--- src/rtl/rom_region_loader.sv ---
// ROM download router: packs (region, offset, byte) triples into byte-enabled
// words, relocates them through a region table and counts bytes per region.
package rom_region_loader_pkg;
  typedef enum logic [3:0] {
    STORAGE_SDR   = 4'd0,
    STORAGE_DDR   = 4'd1,
    STORAGE_BLOCK = 4'd2
  } region_storage_t;

  typedef enum logic [3:0] {
    ENCODING_NORMAL = 4'd0
  } region_encoding_t;

  typedef struct packed {
    logic [31:0]      base_addr;
    region_storage_t  storage;
    region_encoding_t encoding;
  } region_t;

  localparam region_t REGION_DEFAULT = '{
    base_addr: 32'h0,
    storage:   STORAGE_SDR,
    encoding:  ENCODING_NORMAL
  };
endpackage

module rom_region_loader
  import rom_region_loader_pkg::*;
#(
  parameter int                        NUM_REGIONS = 8,
  parameter int                        WORD_BYTES  = 2,
  parameter region_t [NUM_REGIONS-1:0] REGIONS     = {NUM_REGIONS{REGION_DEFAULT}},
  localparam int                       RW          = (NUM_REGIONS > 1) ? $clog2(NUM_REGIONS) : 1
) (
  input  logic                   clk,
  input  logic                   reset_n,
  rom_region_loader_if.slave     bus,
  output logic                   err,
  input  logic [RW-1:0]          stat_region,
  output logic [31:0]            stat_bytes
);

  localparam int LW = (WORD_BYTES > 1) ? $clog2(WORD_BYTES) : 1;

  typedef struct packed {
    logic [RW-1:0]                region;
    logic [3:0]                   storage;
    logic [31:0]                  addr;
    logic [WORD_BYTES-1:0][7:0]   data;
    logic [WORD_BYTES-1:0]        be;
  } word_t;

  word_t                         acc_q, acc_d, out_q, merged, flush_word;
  logic                          acc_vld, acc_vld_d, out_vld;
  logic [NUM_REGIONS-1:0][31:0]  cnt_q;

  logic                          accept, region_ok, take, hit, switch_word, complete, flush;
  logic [RW-1:0]                 rsel;
  logic [LW-1:0]                 lane;
  logic [31:0]                   waddr;

  assign bus.in_ready    = !out_vld || bus.out_ready;
  assign bus.out_valid   = out_vld;
  assign bus.out_storage = out_q.storage;
  assign bus.out_addr    = out_q.addr;
  assign bus.out_data    = out_q.data;
  assign bus.out_be      = out_q.be;

  assign accept    = bus.in_valid && bus.in_ready;
  assign region_ok = 32'(bus.in_region) < NUM_REGIONS;
  // Out-of-table regions index entry 0 so the table lookup never goes out of range.
  assign rsel      = region_ok ? RW'(bus.in_region) : '0;
  assign lane      = LW'(bus.in_offset & 32'(WORD_BYTES - 1));
  assign waddr     = REGIONS[rsel].base_addr + (bus.in_offset & ~32'(WORD_BYTES - 1));
  assign take      = accept && region_ok;
  assign hit       = acc_vld && (acc_q.region == rsel) && (acc_q.addr == waddr);
  assign complete  = (lane == LW'(WORD_BYTES - 1)) || bus.in_last;

  // A word switch flushes the old accumulator; the new byte always stays behind,
  // so at most one word reaches the output register per cycle.
  assign switch_word = take && acc_vld && !hit;
  assign flush       = switch_word || (take && complete);

  always_comb begin
    merged = '0;
    if (hit) begin
      merged = acc_q;
    end else begin
      merged.region  = rsel;
      merged.storage = REGIONS[rsel].storage;
      merged.addr    = waddr;
    end
    merged.data[lane] = bus.in_data;
    merged.be[lane]   = 1'b1;

    flush_word = switch_word ? acc_q : merged;

    acc_d     = acc_q;
    acc_vld_d = acc_vld;
    if (take) begin
      acc_d     = merged;
      acc_vld_d = switch_word || !complete;
    end
  end

  always_ff @(posedge clk) begin
    if (!reset_n) begin
      acc_q   <= '0;
      acc_vld <= 1'b0;
      out_q   <= '0;
      out_vld <= 1'b0;
      err     <= 1'b0;
    end else begin
      acc_q   <= acc_d;
      acc_vld <= acc_vld_d;
      if (flush) begin
        out_q   <= flush_word;
        out_vld <= 1'b1;
      end else if (bus.out_ready) begin
        out_vld <= 1'b0;
      end
      if (accept && !region_ok) err <= 1'b1;
    end
  end

  always_ff @(posedge clk) begin
    if (!reset_n) begin
      cnt_q <= '0;
    end else begin
      for (int i = 0; i < NUM_REGIONS; i++) begin
        if (take && (rsel == RW'(i)) && (cnt_q[i] != 32'hFFFF_FFFF))
          cnt_q[i] <= cnt_q[i] + 32'd1;
      end
    end
  end

  assign stat_bytes = (32'(stat_region) < NUM_REGIONS) ? cnt_q[stat_region] : 32'd0;

endmodule
--- src/rtl/rom_region_loader_if.sv ---
// Byte-in / word-out stream bundle for rom_region_loader.
// slave is the loader's view; master is the producer/consumer side.
interface rom_region_loader_if #(
  parameter int WORD_BYTES = 2
);
  logic                    in_valid;
  logic                    in_ready;
  logic [3:0]              in_region;
  logic [31:0]             in_offset;
  logic [7:0]              in_data;
  logic                    in_last;
  logic                    out_valid;
  logic                    out_ready;
  logic [3:0]              out_storage;
  logic [31:0]             out_addr;
  logic [8*WORD_BYTES-1:0] out_data;
  logic [WORD_BYTES-1:0]   out_be;

  modport slave (
    input  in_valid, in_region, in_offset, in_data, in_last, out_ready,
    output in_ready, out_valid, out_storage, out_addr, out_data, out_be
  );

  modport master (
    output in_valid, in_region, in_offset, in_data, in_last, out_ready,
    input  in_ready, out_valid, out_storage, out_addr, out_data, out_be
  );
endinterface

--- src/flat_wrapper.sv ---
// flat-port wrapper written by rule: the top's interface ports become plain ports
module rom_region_loader_flat import rom_region_loader_pkg::*;
#(
  parameter int                        NUM_REGIONS = 8,
  parameter int                        WORD_BYTES  = 2,
  parameter region_t [NUM_REGIONS-1:0] REGIONS     = {NUM_REGIONS{REGION_DEFAULT}},
  localparam int                       RW          = (NUM_REGIONS > 1) ? $clog2(NUM_REGIONS) : 1
)
  (clk, reset_n, err, stat_region, stat_bytes, bus_in_valid, bus_in_region, bus_in_offset, bus_in_data, bus_in_last, bus_out_ready, bus_in_ready, bus_out_valid, bus_out_storage, bus_out_addr, bus_out_data, bus_out_be);
  rom_region_loader_if #(.WORD_BYTES(WORD_BYTES)) bus_i ();
  input  logic clk;
  input  logic reset_n;
  output logic err;
  input  logic [RW-1:0] stat_region;
  output logic [31:0] stat_bytes;
  input wire logic [$bits(bus_i.in_valid)-1:0] bus_in_valid;
  input wire logic [$bits(bus_i.in_region)-1:0] bus_in_region;
  input wire logic [$bits(bus_i.in_offset)-1:0] bus_in_offset;
  input wire logic [$bits(bus_i.in_data)-1:0] bus_in_data;
  input wire logic [$bits(bus_i.in_last)-1:0] bus_in_last;
  input wire logic [$bits(bus_i.out_ready)-1:0] bus_out_ready;
  output wire logic [$bits(bus_i.in_ready)-1:0] bus_in_ready;
  output wire logic [$bits(bus_i.out_valid)-1:0] bus_out_valid;
  output wire logic [$bits(bus_i.out_storage)-1:0] bus_out_storage;
  output wire logic [$bits(bus_i.out_addr)-1:0] bus_out_addr;
  output wire logic [$bits(bus_i.out_data)-1:0] bus_out_data;
  output wire logic [$bits(bus_i.out_be)-1:0] bus_out_be;
  assign bus_i.in_valid = bus_in_valid;
  assign bus_i.in_region = bus_in_region;
  assign bus_i.in_offset = bus_in_offset;
  assign bus_i.in_data = bus_in_data;
  assign bus_i.in_last = bus_in_last;
  assign bus_i.out_ready = bus_out_ready;
  assign bus_in_ready = bus_i.in_ready;
  assign bus_out_valid = bus_i.out_valid;
  assign bus_out_storage = bus_i.out_storage;
  assign bus_out_addr = bus_i.out_addr;
  assign bus_out_data = bus_i.out_data;
  assign bus_out_be = bus_i.out_be;
  rom_region_loader #(.NUM_REGIONS(NUM_REGIONS), .WORD_BYTES(WORD_BYTES), .REGIONS(REGIONS)) u_core (.clk(clk), .reset_n(reset_n), .bus(bus_i), .err(err), .stat_region(stat_region), .stat_bytes(stat_bytes));
endmodule
--- config.mk ---
export PLATFORM = sky130hd
export DESIGN_NAME = rom_region_loader_flat
export DESIGN_NICKNAME = d
export VERILOG_FILES = /design/src/rtl/rom_region_loader.sv /design/src/rtl/rom_region_loader_if.sv /design/src/flat_wrapper.sv
export SDC_FILE = /design/constraint.sdc
export NUM_CORES = 1
export LEC_CHECK = 0
export CAP_MARGIN = 20
export CORE_MARGIN = 8
export CORE_UTILIZATION = 59
export CTS_CLUSTER_DIAMETER = 80
export DETAILED_ROUTE_END_ITERATION = 8
export GPL_TIMING_DRIVEN = 0
export PLACE_DENSITY = 0.8
export SLEW_MARGIN = 10
export SYNTH_ARGS = -nofsm -noshare
export SYNTH_HDL_FRONTEND = slang
export SYNTH_SLANG_ARGS = --single-unit
--- constraint.sdc ---
create_clock -name clk -period 3.5 [get_ports clk]
set_clock_uncertainty 0.1 [all_clocks]
set_input_delay 0.7 -clock clk [delete_from_list [all_inputs] [get_ports clk]]
set_output_delay 0.7 -clock clk [all_outputs]
set_load 0.01 [all_outputs]
* Word level (Yosys, flattened, before mapping)
Memories as Yosys holds them, arrays and structs flattened. Cells that the tools add are included.
Word-level totals: register bits 370, memory bits (writable) 0, bits in latches 0, word-level logic and storage cells 104, ROM bits 320, memories kept 1, input port bits 52
Memory list:
- (name not given) | depth 8, bits a word 40, rd ports 1, clocked after Yosys merged registers in 0, wr ports 0, RTL line rom_region_loader.sv:74 | assign waddr = REGIONS[rsel].base_addr + (bus.in_offset & ~32'(WORD_BYTES - 1));
Operators by class: shift operators 0, equal/unequal tests 17, reduce and logical (&&, ||, !) cells 35, divide/modulo/power cells 0, $mul 0, add/subtract/negate cells 9, magnitude comparators 5, muxes and demuxes 14, bitwise gates (word level) 1
Operators with widths (number):
- $add 32x1->32 const B | 8
- $ne 32x32->1 const B | 8
- $bmux 32 s3 | 1
- $mux 54 | 1
- $mux 40 | 1
- $mux 39 | 1
- $add 32x32->32 | 1
- $eq 32x32->1 | 1
- $mux 32 | 1
- $logic_and 1x1->1 | 25
- $mux 18 | 1
- $bwmux 16 | 1
- $eq 3x3->1 const B | 4
- $demux 8 s1 | 1
- $lt 3x4->1 const B | 2
- $mux 8 | 1
- $eq 3x2->1 const B | 2
- $logic_not 1->1 | 4
- $logic_or 1x1->1 | 4
- $lt 4x4->1 const B | 1
- $eq 3x1->1 const B | 1
- $eq 3x3->1 | 1
- $logic_not 3->1 | 1
- $mux 1 | 3
- other kinds (6) | 6

* Depth between registers and ports, before layout
Gate-level depths: netlist of run 1.
depth after elaboration 11, depth in mapped cells 10

* Least setup slack after synthesis of run 1
No wires, ideal clock.
path type input-to-output, start input stat_region[0], end output stat_bytes[3], setup slack 0.234 ns, required time 2.700 ns, arrival 2.466 ns, cell stages on the path 4, buffers on the path 2, cell sequence clkbuf_1 -> buf_1 -> mux4_2 -> mux2_2
Between the ends: cells in the longest elaborated chain, start to end 2
RTL lines:
- start: declaration | RTL line flat_wrapper.sv:14 | input logic [RW-1:0] stat_region;
- $bmux 32 s3 | RTL line rom_region_loader.sv:137 | assign stat_bytes = (32'(stat_region) < NUM_REGIONS) ? cnt_q[stat_region] : 32'd0;
- $mux 32 (not written as such) | RTL line rom_region_loader.sv:137
- end: declaration | RTL line flat_wrapper.sv:15 | output logic [31:0] stat_bytes;
Every way passes these cells. The select of a mux whose other input is x is not followed.

* Worst setup path after layout of run 1
start input stat_region[1], end output stat_bytes[5]
The elaborated chain is that of the path after synthesis.

==> flow_metrics.tcl, run 1 <==
set metrics [dict create \
    status "complete, but fails checks" \
    violations "setup timing" \
    post-route-util_pct 70.2 \
    fin_crit_ns 3.52 \
    hp-class "primary input to register" \
    ios 141 \
    h-tree-depth 2 \
    cp_num_buf_inv 3 \
    busiest_layer "met2" \
    grt-ovfl-total 0 \
    fin_cells 2826 \
    synthToLayoutAreaGrowth_pct 17.8 \
    reg2reg_from "u_core.cnt_q[179]" \
    grt_max_degree 14 \
    initial_core_util_pct 59.6 \
    drt-total-wl_um 65400 \
    rsz0062_at_grt "yes" \
    r2r_slack_ns 0.27 \
    synth_top_area_share_pct 38.4 \
    post-route-period-util_pct 101 \
    required_ns 2.70 \
    hold_start "bus_in_region[1]" \
    placeableCoreArea_um2 32400 \
    clock_sinks 370 \
    final-max-slew-violation-count 0 \
    row_count 66 \
    worstHoldPathCells 3 \
    r2r_end "u_core.cnt_q[171]" \
    max_clock_freq_mhz 284 \
    clk_path_buf_depth 3 \
    wl_per_cell_um 23.1 \
    cp_top_family "buffers and inverters" \
    dieArea_um2 38700 \
    end_kind "primary output" \
    post-synth-top-area-cell "dfxtp_1" \
    yosysWarnings 0 \
    synth-main-ff-cell "dfxtp_1" \
    ys_types 66 \
    path_clk_slew_ns 0.06 \
    post_route_cells_drive_above_1_share_pct 9.31 \
    synth.avg_cell_area_um2 8.89 \
    first_global_vias 17503 \
    use_met3_pct 5.61 \
    dpl.hpwl_um 48700 \
    synth_most_common_cell "dfxtp_1" \
    peakVddDrop_uv 324 \
    criticalPathCategory "primary input to primary output" \
    vias_per_cell 6.67 \
    yosysSeqAreaShare_pct 38.4 \
    grt_use_met1_pct 42.3 \
    ant_nets 0 \
    ys_seq_elements 370 \
    cts_buffers 41 \
    synth_area_leaders "dfxtp_1, mux4_2, xnor2_1, xor2_1, nand3_1" \
    drtIter0Drc 2388 \
    netlist_top_cells_count "dfxtp_1, nor2_1, nand3_1, nand2_1, clkbuf_1" \
    drt-pass1-iter-count 6 \
    synth_edf_count 0 \
    async_flop_share_pct 0 \
    drc 0 \
    die_x_um 197 \
    grt_pass1_wl_um 101000 \
    antenna_cells 0 \
    antenna_found_initial 2 \
    syn_nets 2229 \
    clockRootBuffer "clkbuf_16" \
    r2r_cells 9 \
    io_buffers 135 \
    cp-start-kind "primary input" \
    vias 18857 \
    nets 2413 \
    p_per_area_nw_per_um2 409 \
    maxSlewHeadroom_pct 22.6 \
    worst_pin_slew_ns 1.15 \
    place_inst 2749 \
    setup_slack_ns -0.0210 \
    setup_violations 8 \
    tritoncts "done" \
    min_to "u_core.acc_q[55]" \
    cp.arrival_ns 2.72 \
    critPathMaxFanout 10 \
    cp_slowest_cell "clkdlybuf4s50_1" \
    gp_congestion 1.01 \
    track_usage_pct 32.6 \
    met2_usage_pct 50.8 \
    postSynthCellCount 2169 \
    dieHeight_um 197 \
    clock_latency_ns 0.55 \
    drv_cap 0 \
    synthesis.area_um2 19300 \
    hold_viol 0 \
    max_stage_delay_ns 0.54 \
    crit_chain "clkdlybuf4s18_2 -> clkbuf_2 -> mux4_2 -> mux2_2 -> clkdlybuf4s50_1" \
    leakagePower_uw 0.00759 \
]
==> layout make-up <==
cell class,count,area (um^2)
multi-input combinational,1616,11200
fill,2584,9650
sequential,370,7410
timing repair buffer,141,1390
clock buffer,64,1240
buffer,137,607
tap,442,553
inverter,46,176
clock inverter,10,110
==> worst max path at each step <==
| stage | to | slack (ns) | startpoint | cells past startpoint |
|---|---|---|---|---|
| 6_report | stat_bytes[5] | -0.02 | stat_region[1] | 5 |
| 5_1_grt | stat_bytes[6] | -0.05 | stat_region[0] | 5 |
| 4_1_cts | stat_bytes[10] | 0.002 | stat_region[0] | 5 |
| 3_5_place_dp | stat_bytes[29] | -0.96 | stat_region[0] | 5 |
| 3_3_place_gp | u_core.cnt_q[176] | -1.0 | bus_in_region[3] | 6 |
| 2_1_floorplan | stat_bytes[3] | 0.23 | stat_region[0] | 4 |
==> cells in the final DEF (no fill, tap or decap), types with 5 or more instances in the layout <==
| master | n |
|---|---|
| clkbuf_2 | 13 |
| clkdlybuf4s50_1 | 135 |
| or2_2 | 5 |
| and4_1 | 22 |
| or4_1 | 23 |
| xnor2_1 | 98 |
| o211ai_1 | 7 |
| clkbuf_8 | 13 |
| o21ai_0 | 80 |
| a21oi_1 | 110 |
| dfxtp_1 | 370 |
| a211oi_1 | 11 |
| and2_1 | 24 |
| o21bai_1 | 7 |
| clkinv_2 | 5 |
| nand2_1 | 136 |
| mux2i_1 | 23 |
| nor2_1 | 180 |
| a221o_1 | 42 |
| nor4b_1 | 8 |
| nand2b_1 | 23 |
| mux4_2 | 64 |
| mux2_2 | 32 |
| a32o_1 | 16 |
| nand3_1 | 149 |
| xor2_1 | 90 |
| ha_1 | 8 |
| o31ai_1 | 19 |
| a22o_1 | 5 |
| nor3_1 | 59 |
| buf_1 | 9 |
| nand4_1 | 101 |
| nor4_1 | 78 |
| buf_4 | 9 |
| nor3b_1 | 6 |
| and3_1 | 66 |
| inv_1 | 44 |
| clkbuf_16 | 41 |
| or3_1 | 53 |
| clkbuf_1 | 110 |
==> where the power goes <==
group / total (uW) / switching [uW] / internal (uW)
Combinational: 634 / 395 / 239
Sequential: 4310 / 41.4 / 4270
Clock: 4360 / 1770 / 2590
==> state kept, by name, indices dropped and copies added (netlist names) <==
signal,flops
u_core.cnt_q,256
u_core.acc_q,57
u_core.bus.out_addr,32
u_core.bus.out_data,16
u_core.bus.out_storage,4
u_core.bus.out_be,2
u_core.acc_vld,1
u_core.bus.out_valid,1
u_core.err,1
==> worst min-delay path: cells and delay by family <==
kind	cells	cell delay [ns]
buf+inv	1	0.12
compound gates	1	0.05
simple gates	1	0.06
==> logic make-up (layout without fill, tap and decap cells) <==
| group | count (synthesis) | in the layout | share of synthesized area (%) |
|---|---|---|---|
| AO/OA/AOI/OAI | 336 | 336 | 11.6 |
| AND/OR/NAND/NOR | 965 | 965 | 26.7 |
| multiplexers | 119 | 119 | 10.5 |
| adder cells (fa/ha/maj) | 8 | 8 | 0.519 |
| buffers and inverters | 183 | 398 | 3.68 |
| XOR/XNOR | 188 | 188 | 8.54 |
| flip-flops | 370 | 370 | 38.4 |
==> through the flow <==
step	hold slack, ns	power, uW	TNS, ns	cell area, um^2	worst slack, ns
after floorplan	0.334	4710	0	19300	0.234
after global placement	0.341	4990	-157.91	21200	-0.997
after detailed placement	0.352	5010	-157.28	21200	-0.956
after CTS	0.324	9290	0	22700	0.00165
after global routing	0.338	9500	-0.341	22700	-0.0452
final	0.327	9300	-0.0658	22700	-0.0210
==> per-layer routing <==
layer / part of all wire [%] / wire (um)
met4: 6.5 / 4230
met1: 39 / 25600
met5: 0.018 / 12
met2: 44 / 29000
met3: 10 / 6550
==> repair_timing <==
action / CTS / global route
pin swaps: 1 / 0
resized for setup: 39 / 24
endpoints found under the setup margin: 100 / 127
buffers inserted: 3 / 0
endpoints found under the hold margin: 0 / 0
hold buffers: 0 / 0
No activity file was read; power rests on OpenSTA's default activity.
==> inputs of run 2 (changes only) <==
CORE_UTILIZATION = 30   (was 59)
PLACE_DENSITY = not set   (was 0.8)
==> run 2 against run 1 <==
  * The flow still finishes with violations (setup timing)
  * Clock-buffer cell count down 3
  * Clock power up 0.9%
  * Sequential share of layout area down 0.78 points
  * Maximum frequency up 0.17%
  * Power up 0.61%
  * Combinational power up 2%
  * Critical path type is now primary input to register
  * Highest routed layer is now met4
==> flow_metrics.tcl, run 2 (synthesis results as in run 1) <==
set metrics [dict create \
    hp-class "primary input to register" \
    r2r_cells 7 \
    max_stage_delay_ns 0.84 \
    post-route-util_pct 36.4 \
    track_usage_pct 18.4 \
    rsz0062_at_grt "yes" \
    initial_core_util_pct 30.1 \
    drv_cap 0 \
    cp-start-kind "primary input" \
    post-route-period-util_pct 100 \
    dieArea_um2 72600 \
    die_x_um 270 \
    intPower_uw 7080 \
    criticalPathCategory "primary input to register" \
    io_buffers 135 \
    vias_per_cell 5.71 \
    row_count 93 \
    path_common_cell "clkbuf_1" \
    power_switching_uw 2280 \
    power.share.switching_pct 24.4 \
    hold_buffers 0 \
    hold_viol 0 \
    status "complete, but fails checks" \
    drt-met1-wl_um 31900 \
    grt_pass1_wl_um 107000 \
    reg2reg_from "u_core.cnt_q[35]" \
    top_layer "met4" \
    nets 2415 \
    clockRootBuffer "clkbuf_16" \
    power_frac_clock_pct 47.0 \
    drt-pass1-iter-count 8 \
    end_kind "register" \
    setup_violations 2 \
    fin_crit_ns 3.51 \
    wl_per_cell_um 21.8 \
    max_flop_register "u_core.cnt_q" \
    critPathMaxFanout 10 \
    peakVddDrop_uv 303 \
    hold_slack_ns 0.351 \
    clk_path_buf_depth 3 \
    seqPwrFrac_pct 46.1 \
    maxSlewHeadroom_pct 24.9 \
    placeableCoreArea_um2 64000 \
    hold_start "bus_in_region[1]" \
    gp_congestion 0.949 \
    layout_common_cells "dfxtp_1, nor2_1, nand3_1" \
    layout_commonest_cell "dfxtp_1" \
    synthToLayoutAreaGrowth_pct 20.7 \
    tritoncts "done" \
    finalSetupTns_ns -0.0237 \
    startpoint "reset_n" \
    required_ns 3.87 \
    combPwrFrac_pct 6.9 \
    p_per_area_nw_per_um2 402 \
    clock_sinks 370 \
    grt_max_degree 13 \
    grt-ovfl-total 0 \
    cp.arrival_ns 3.89 \
    final-max-slew-violation-count 0 \
    cp_slowest_cell "clkbuf_1" \
    cts_buffers 42 \
    nFillCells 6576 \
    vias 18493 \
    dieHeight_um 270 \
    worst_pin_slew_ns 1.12 \
    max_clock_freq_mhz 284 \
    crit_chain "clkdlybuf4s50_1 -> clkbuf_1 -> clkbuf_1 -> clkbuf_1 -> nand2_1 -> o21bai_1" \
    drt-total-wl_um 70700 \
    dpl.hpwl_um 54300 \
    path_depth 6 \
    largest_reg_flops 256 \
    antenna_found_initial 3 \
    drtIter0Drc 1917 \
    h-tree-depth 2 \
    cp_top_family "buffers and inverters" \
    leakagePower_uw 0.00766 \
    ios 141 \
    clock_latency_ns 0.55 \
    cp_num_buf_inv 4 \
    post_route_cells_drive_above_1_share_pct 9.52 \
    path_clk_slew_ns 0.06 \
    ant_nets 0 \
    first_global_vias 17131 \
    setup_slack_ns -0.0150 \
    worstHoldPathCells 3 \
    met2_length_um 30100 \
    drc 0 \
    wl_met3_um 6680 \
    violations "setup timing" \
]
## run 2: power groups by stage
stage          clock (uW)  sequential, uW  combinational [uW]
2_1_floorplan           0            4400                 307
3_3_place_gp            0            4400                 617
3_5_place_dp            0            4400                 622
4_1_cts              4450            4310                 635
5_1_grt              4630            4320                 683
6_report             4400            4310                 645
## run 2: final cells by class
cell class	count	area, um^2	area share, %
inverter	46	176	0.758
tap	855	1070	4.60
antenna	1	2.50	0.0108
clock buffer	61	1220	5.26
clock inverter	13	121	0.521
buffer	137	618	2.66
sequential	370	7410	31.8
multi-input combinational	1616	11200	48.3
timing repair buffer	142	1420	6.08
## run 2: worst paths after layout
check,endpoint,slack (ns)
worst max register to register,u_core.cnt_q[55],0.23
worst min-delay path,u_core.acc_q[55],0.35
worst max-delay path,u_core.cnt_q[71],-0.01
worst min register to register,u_core.bus.out_storage[0],0.37
## run 2: metal layers
metal,up-vias,global-route usage [%]
li1,8469,-
met1,9036,25.9
met2,877,27.6
met3,111,4.30
met4,0,5.65
met5,-,0
## run 2: stage by stage
| stage | cell area, um^2 | cells | power, uW | setup slack [ns] |
|---|---|---|---|---|
| 3_3_place_gp | 21700 | 3159 | 5020 | -1.55 |
| 4_1_cts | 23200 | 3237 | 9400 | -0.0114 |
| 5_1_grt | 23300 | 3240 | 9630 | -0.0157 |
| 6_report | 23300 | 3241 | 9360 | -0.0150 |
| 2_1_floorplan | 19300 | 2169 | 4710 | 0.234 |
| 3_5_place_dp | 21700 | 3162 | 5030 | -1.02 |
## run 2: timing repair
item / 4_1_cts / 5_1_grt
setup endpoints to repair: 131 / 154
setup buffers: 1 / 3
resized for setup: 43 / 37
pin swaps: 1 / 1
## run 2: worst min-delay path, stage by stage
cell and delay, ns:
buf_6 0.12, nand3_1 0.06, a21oi_1 0.06
==> inputs of run 3 (changes only) <==
clock period = 3.51 ns   (was 3.5 ns; I/O delays follow)
==> run 3 against run 2 <==
  * The run now ends clean
  * Sequential share of layout area barely moved
  * Via count fell by 0.25%
  * Non-clock buffer count did not move
  * Final cell count barely moved
  * Clock-buffer cell count did not move
  * Worst setup slack improved by 0.036 ns
  * Routed wire length barely moved
  * Register-to-register slack got worse by 0.04 ns
  * First-iteration DRC count rose by 3.3%
  * Hold slack improved by 0.0054 ns
  * Clock power barely moved
  * Critical endpoint unchanged
  * Largest cell class unchanged
  * Largest power group unchanged
==> flow_metrics.tcl, run 3 (synthesis results as in run 1) <==
set metrics [dict create \
    status "complete, no violations" \
    hp-class "primary input to register" \
    drc 0 \
    intPower_uw 7060 \
    cp_top_family "buffers and inverters" \
    cp.arrival_ns 3.86 \
    design_area_um2 23300 \
    power_frac_clock_pct 47.0 \
    io_buffers 135 \
    maxSlewHeadroom_pct 20.5 \
    path_clk_slew_ns 0.06 \
    layout_common_cells "dfxtp_1, nor2_1, nand3_1" \
    path_common_cell "clkbuf_1" \
    cp-start-kind "primary input" \
    gp_congestion 0.949 \
    track_usage_pct 18.4 \
    dieArea_um2 72600 \
    power.share.switching_pct 24.3 \
    max_flop_register "u_core.cnt_q" \
    cp_num_buf_inv 4 \
    reg2reg_from "u_core.cnt_q[35]" \
    clock_latency_ns 0.55 \
    clk_path_buf_depth 3 \
    ant_nets 0 \
    drt-pass1-iter-count 6 \
    drv_cap 0 \
    row_count 93 \
    criticalPathCategory "primary input to register" \
    post_route_cells_drive_above_1_share_pct 9.43 \
    power_switching_uw 2270 \
    h-tree-depth 2 \
    r2r_cells 7 \
    finalSetupTns_ns 0 \
    antenna_cells 0 \
    fin_crit_ns 3.49 \
    grt-ovfl-total 0 \
    r2r_slack_ns 0.19 \
    peakVddDrop_uv 305 \
    wl_per_cell_um 21.8 \
    synthToLayoutAreaGrowth_pct 20.7 \
    clock_sinks 370 \
    max_clock_freq_mhz 287 \
    antenna_found_initial 3 \
    hold_viol 0 \
    grt_pass1_wl_um 107000 \
    r2r_end "u_core.cnt_q[55]" \
    seqPwrFrac_pct 46.1 \
    combPwrFrac_pct 6.9 \
    post-route-period-util_pct 99.4 \
    dieHeight_um 270 \
    crit_chain "clkdlybuf4s50_1 -> clkbuf_1 -> clkbuf_1 -> clkbuf_1 -> nand2_1 -> o21bai_1" \
    nFillCells 6579 \
    cts_buffers 42 \
    ios 141 \
    placeableCoreArea_um2 64000 \
    grt_max_degree 13 \
    dpl.hpwl_um 54300 \
    vias_per_cell 5.69 \
    worst_pin_slew_ns 1.18 \
    worstHoldPathCells 3 \
    vias 18447 \
    setup_violations 0 \
    largest_reg_flops 256 \
    leakagePower_uw 0.00766 \
    cp_slowest_cell "clkbuf_1" \
    critPathMaxFanout 10 \
    clockRootBuffer "clkbuf_16" \
    placed_area_um2 21700 \
    rsz0062_at_grt "yes" \
    drt-total-wl_um 70600 \
    die_x_um 270 \
    first_global_vias 17131 \
    initial_core_util_pct 30.1 \
    nets 2415 \
    hold_buffers 0 \
    layout_commonest_cell "dfxtp_1" \
    end_kind "register" \
    min_to "u_core.acc_q[55]" \
    drtIter0Drc 1981 \
    tritoncts "done" \
    required_ns 3.88 \
    hold_start "bus_in_region[1]" \
    final-max-slew-violation-count 0 \
    max_stage_delay_ns 0.82 \
    p_per_area_nw_per_um2 401 \
]
-- run 3: cell types whose count changed in the layout (fill, tap and decap cells not counted) --
cell / before / now
clkbuf_1: 104 / 105
diode_2: 1 / 0
clkbuf_2: 20 / 19
nor3_1: 59 / 60
nor3_2: 4 / 3
-- run 3: cell type report --
type / count / area (um^2) / share of cell area [%]
clock inverter: 13 / 121 / 0.522
multi-input combinational: 1616 / 11200 / 48.3
clock buffer: 61 / 1220 / 5.26
buffer: 137 / 617 / 2.65
inverter: 46 / 176 / 0.758
sequential: 370 / 7410 / 31.8
timing repair buffer: 142 / 1420 / 6.08
tap: 855 / 1070 / 4.60
-- run 3: worst register-to-register path: stages, from the launching register on --
cell,delay [ns]
dfxtp_1,0.44
nand4_1,0.27
nor4_1,0.93
nand3b_1,0.46
nand3_1,0.40
clkbuf_1,0.36
or3_1,0.17
a21oi_1,0.06
-- run 3: what timing repair did --
action	CTS	global route
gates cloned	0	0
pin swaps	1	1
resized for setup	42	37
setup buffers	1	3
endpoints found under the setup margin	127	151
-- run 3: how the worst max path moves through the flow --
stage,cells after the start,startpoint,endpoint
final,6,reset_n,u_core.cnt_q[71]
after global placement,7,bus_in_valid,u_core.cnt_q[176]
after global routing,8,bus_in_valid,u_core.cnt_q[18]
after detailed placement,10,bus_in_region[3],u_core.bus.out_data[3]
after floorplan,4,stat_region[0],stat_bytes[3]
after CTS,5,stat_region[0],stat_bytes[0]
-- run 3: routing by layer --
layer / GRT usage [%] / part of all wire, % / vias to the layer above
met3: 4.30 / 9.1 / 114
met1: 25.9 / 45 / 9042
met2: 27.6 / 43 / 827
met5: 0 / 0 / -
met4: 5.65 / 2.8 / 0
li1: - / - / 8464
-- run 3: per-stage QoR --
step	instances	total power (uW)	hold WS (ns)	setup slack [ns]	util [%]
after CTS	3237	9370	0.341	-0.00539	36.2
after detailed placement	3162	5010	0.359	-1.02	34.0
after global placement	3159	5000	0.350	-1.54	33.9
final	3240	9330	0.357	0.0212	36.4
after floorplan	2169	4700	0.334	0.240	-
after global routing	3240	9600	0.358	-0.00772	36.4
-- run 3: power groups by stage --
stage / registers [uW] / logic (uW) / clock network (uW)
finish: 4300 / 641 / 4390
global route: 4300 / 681 / 4620
CTS: 4300 / 633 / 4440
detailed placement: 4390 / 621 / 0
global placement: 4390 / 615 / 0
floorplan: 4390 / 306 / 0
